File: config.mk
export PLATFORM = sky130hd
export DESIGN_NAME = lfsr32
export DESIGN_NICKNAME = d
export VERILOG_FILES = /design/src/rtl/bist_checker.sv
export SDC_FILE = /design/constraint.sdc
export NUM_CORES = 1
export LEC_CHECK = 0
export CAP_MARGIN = 20
export CORE_MARGIN = 10
export CORE_UTILIZATION = 43
export CTS_CLUSTER_SIZE = 20
export DETAILED_ROUTE_END_ITERATION = 6
export GPL_TIMING_DRIVEN = 0
export PLACE_DENSITY = 0.87
export SETUP_SLACK_MARGIN = 0.1
export SLEW_MARGIN = 20
export SYNTH_ARGS = -nofsm -noshare
export SYNTH_HDL_FRONTEND = slang
export SYNTH_SLANG_ARGS = --single-unit
File: constraint.sdc
create_clock -name clk -period 2 [get_ports clk]
set_clock_uncertainty 0.1 [all_clocks]
set_input_delay 0.4 -clock clk [delete_from_list [all_inputs] [get_ports clk]]
set_output_delay 0.4 -clock clk [all_outputs]
set_load 0.02 [all_outputs]
File: src/rtl/bist_checker.sv
// bist_checker: receive-side pattern checker for a loopback self-test.
// The LFSR regenerates the sender's pattern for TEST_CASES cycles, the result
// is frozen, and after SETTLE_CYCLES the incoming channels are compared for
// CHECK_CYCLES cycles.
// Optional feature macro: BIST_CHECKER_ERRMASK_EN enables the sticky
// per-channel mismatch mask; when undefined, mismatch_mask is tied to zero.

// lfsr32: free-running 32-bit Galois LFSR (x^32 + x^22 + x^2 + x + 1).
// Holds SEED while reset is high so paired instances stay aligned.
module lfsr32 #(
  parameter logic [31:0] SEED = 32'hdeadbeef
) (
  input  logic        clk,
  input  logic        reset,
  output logic [31:0] rng_out
);

  logic [31:0] r_state;

  function automatic logic [31:0] f_step(input logic [31:0] s);
    logic [31:0] n;
    n = s >> 1;
    if (s[0]) n = n ^ 32'h80200003;
    return n;
  endfunction

  // Advance the sequence every cycle; reload the seed on reset.
  always_ff @(posedge clk or posedge reset) begin
    if (reset) r_state <= SEED;
    else       r_state <= f_step(r_state);
  end

  assign rng_out = r_state;

endmodule


Yosys cells after proc, flatten, opt, wreduce, memory -nomap -nowiden
Cells that the tools add are included.
W data, S select, Z words.
{"block": "totals", "word_cells": 3, "input_bits": 2, "out_inout_bits": 32, "ff_bits": 32}
{"block": "op_classes", "n_mux": 1, "bitwise_logic": 1}
{"op": "$mux W32", "n": 1}
{"op": "$not A3 Y4", "n": 1}

Logic depth before layout (Yosys ltp)
{"block": "logic_depth", "ltp_word": 2, "depth_mapped": 1, "mapped_depth_nobuf": 1}

Worst setup path before layout
OpenSTA, ideal clock, no wires.
{"block": "synth_path", "path_type": "reg2out", "from": "reg r_state[0], in the netlist rng_out[0]", "to": "out rng_out[0]", "path_slack_ns": 0.891, "n_path_buf": 0, "t_arrival_ns": 0.609, "required_time_ns": 1.500, "stages_incl_launch_ff": 1, "path_cell_list": "dfstp_2"}
{"item": "from (decl)", "line": "18", "text": "logic [31:0] r_state;"}
{"item": "from (signal assigned)", "line": "30", "text": "else r_state <= f_step(r_state);"}
{"item": "to (decl)", "line": "15", "text": "output logic [31:0] rng_out"}
No word-level cell between the ends.

Final worst setup path
{"block": "layout_path", "from": "reg r_state[4], in the netlist rng_out[4]", "to": "out rng_out[4]"}
No word-level cell between the ends.

==> metrics <==
Setup TNS 0 ps; CTS Root Cell clkbuf_4; Layout area overhead 45.9%; DP Wirelength 1170 um; Crit Path Class flip-flop to output pin; Ports 34; Initial Util 44.3%; post-synthesis sequential area ratio 96.5%; share of cells above drive strength 1 42.9%; Post-DP Area 0.00122 mm^2; drt initial violations 19; # setup viols final 0; ANT cells 0; Core ar. 0.00194 mm^2; port bufs 33; Critical Path Max Stage Delay 620 ps; initial antenna violation count 0; Clock Sinks 32; period utilization 89.9%; final hold vios 0; distinct cell type count after synthesis 4; gr usage total 8.14%; Non-Filler Instances 104; r2r worst-path depth 1; Leak Pwr 0.659 nW; Area contributors post-synth dfstp_2, dfrtp_1, xor2_1; Worst path top cell family by delay buffers and inverters; Initial DRT Pass Iterations 3; top-area cell type share of the netlist area 73.3%; CP required 1500 ps; slowest cell on the critical path clkdlybuf4s50_1; number of global-route vias before repair 514; via count 443; Clock Path Buffers 2; Power per Cell Area 818 mW/mm^2; post-synth net total 38; Yosys top cell by area dfstp_2; Wirelength per Cell 15.8 um; Worst R2R End rng_out[21]; H-tree Lvls 2; Routed Antenna Nets 0; Cells after Synth 36; CTS tree done; final wirelength 1650 um; crit-path max FO 2; post-CTS setup buffers 0; CP Buf/Inv Count 1; Peak VDD IR 0.538 mV; Num CTS Buffers 5; Max-Cap Viols 0; Clock transition at path regs 100 ps; CP startpoint kind flip-flop; Tmin final 1800 ps; post-synth design cell area 861 um^2; largest net degree at the start of global routing 33; Synth Warn # 0; nets 78; max reg flops 32; RSZ-0062 raised after global routing false; hold crit path type flip-flop to flip-flop; Clk Latency, worst-skew pair 310 ps; Remaining DRCs 0; CP Depth 1; FILL cells 154; Reg2Reg Launch Point rng_out[0]; Slew @ Worst Pin 598 ps; synthesized flop and latch total 32; final design instance area without fill 0.00126 mm^2; most frequent cells in the layout dlygate4sd2_1, dfstp_2, clkdlybuf4s50_1, dfrtp_1, clkbuf_4; first-pass GRT wire length 2600 um; global route total overflow 0; crit-path cells clkdlybuf4s50_1; Mean Syn Cell Area 23.9 um^2; placed cells 96; row count 16; crit path DAT 1300 ps; Die Y 64.7 um; status finished clean; routability cong. 0.619; Slew headroom 60.1%; Chip Width 64.7 um; die footprint 0.00419 mm^2; reg-to-reg setup timing slack 1060 ps; Worst Setup EP rng_out[4]; Critical Path Sink Type output pin; vias per cell 4.26; CP startpoint rng_out[4]; maximum clock rate 0.556 GHz; Slew Limit Fails 0
logic make-up (layout without fill, tap and decap cells):
group,after synthesis,after routing,synth area share [%]
flops,32,32,96.5
xor+xnor,3,3,3.05
buf+inv,1,42,0.436
worst min-delay path by stage:
stage	depth (start not counted)	slack, ps	end	startpoint
final	0	260	rng_out[9]	rng_out[10]
after global routing	0	270	rng_out[9]	rng_out[10]
after CTS	0	270	rng_out[2]	rng_out[3]
after detailed placement	0	260	rng_out[30]	rng_out[31]
after global placement	0	260	rng_out[26]	rng_out[27]
after floorplan	0	300	rng_out[10]	rng_out[11]
per-stage QoR:
stage / utilization, % / power [mW] / worst slack [ps] / hold WS (ps)
floorplan: - / 0.669 / 849 / 301
global placement: 63.1 / 0.673 / 223 / 255
detailed placement: 63.1 / 0.674 / 161 / 257
CTS: 64.7 / 1.04 / 166 / 266
global route: 64.7 / 1.07 / 132 / 268
finish: 64.7 / 1.03 / 202 / 261
synth_stat cells:
cell and instances:
dfstp_2 24, dfrtp_1 8, xor2_1 3, inv_1 1
cell type report:
type                    instances  area (um^2)  share of cell area (%)
repair buffers                 33          300                    23.9
well taps                      27         33.8                    2.69
multi-input cells               3         26.3                    2.09
flip-flops and latches         32          831                    66.1
clock buffers                   6         51.3                    4.08
clock inverters                 2         10.0                   0.797
inverters                       1         3.75                   0.299
power by group:
part	internal, mW	switching, mW
registers	0.649	0
logic	0.00188	0.0112
clock network	0.167	0.198
total	0.818	0.209
what timing repair did:
item                                    in CTS  in global routing
gates resized for setup                     24                  0
endpoints found under the hold margin        0                  0
endpoints found under the setup margin      24                  0
hold buffers                                 0                  0
routing by layer:
layer	vias up	global-route usage (%)	part of all wire (%)
li1	188	-	-
met1	230	8.51	43
met2	25	11.6	44
met3	0	6.53	13
met4	0	4.01	0
met5	-	0	0
Power figures use the tool's default switching activity.
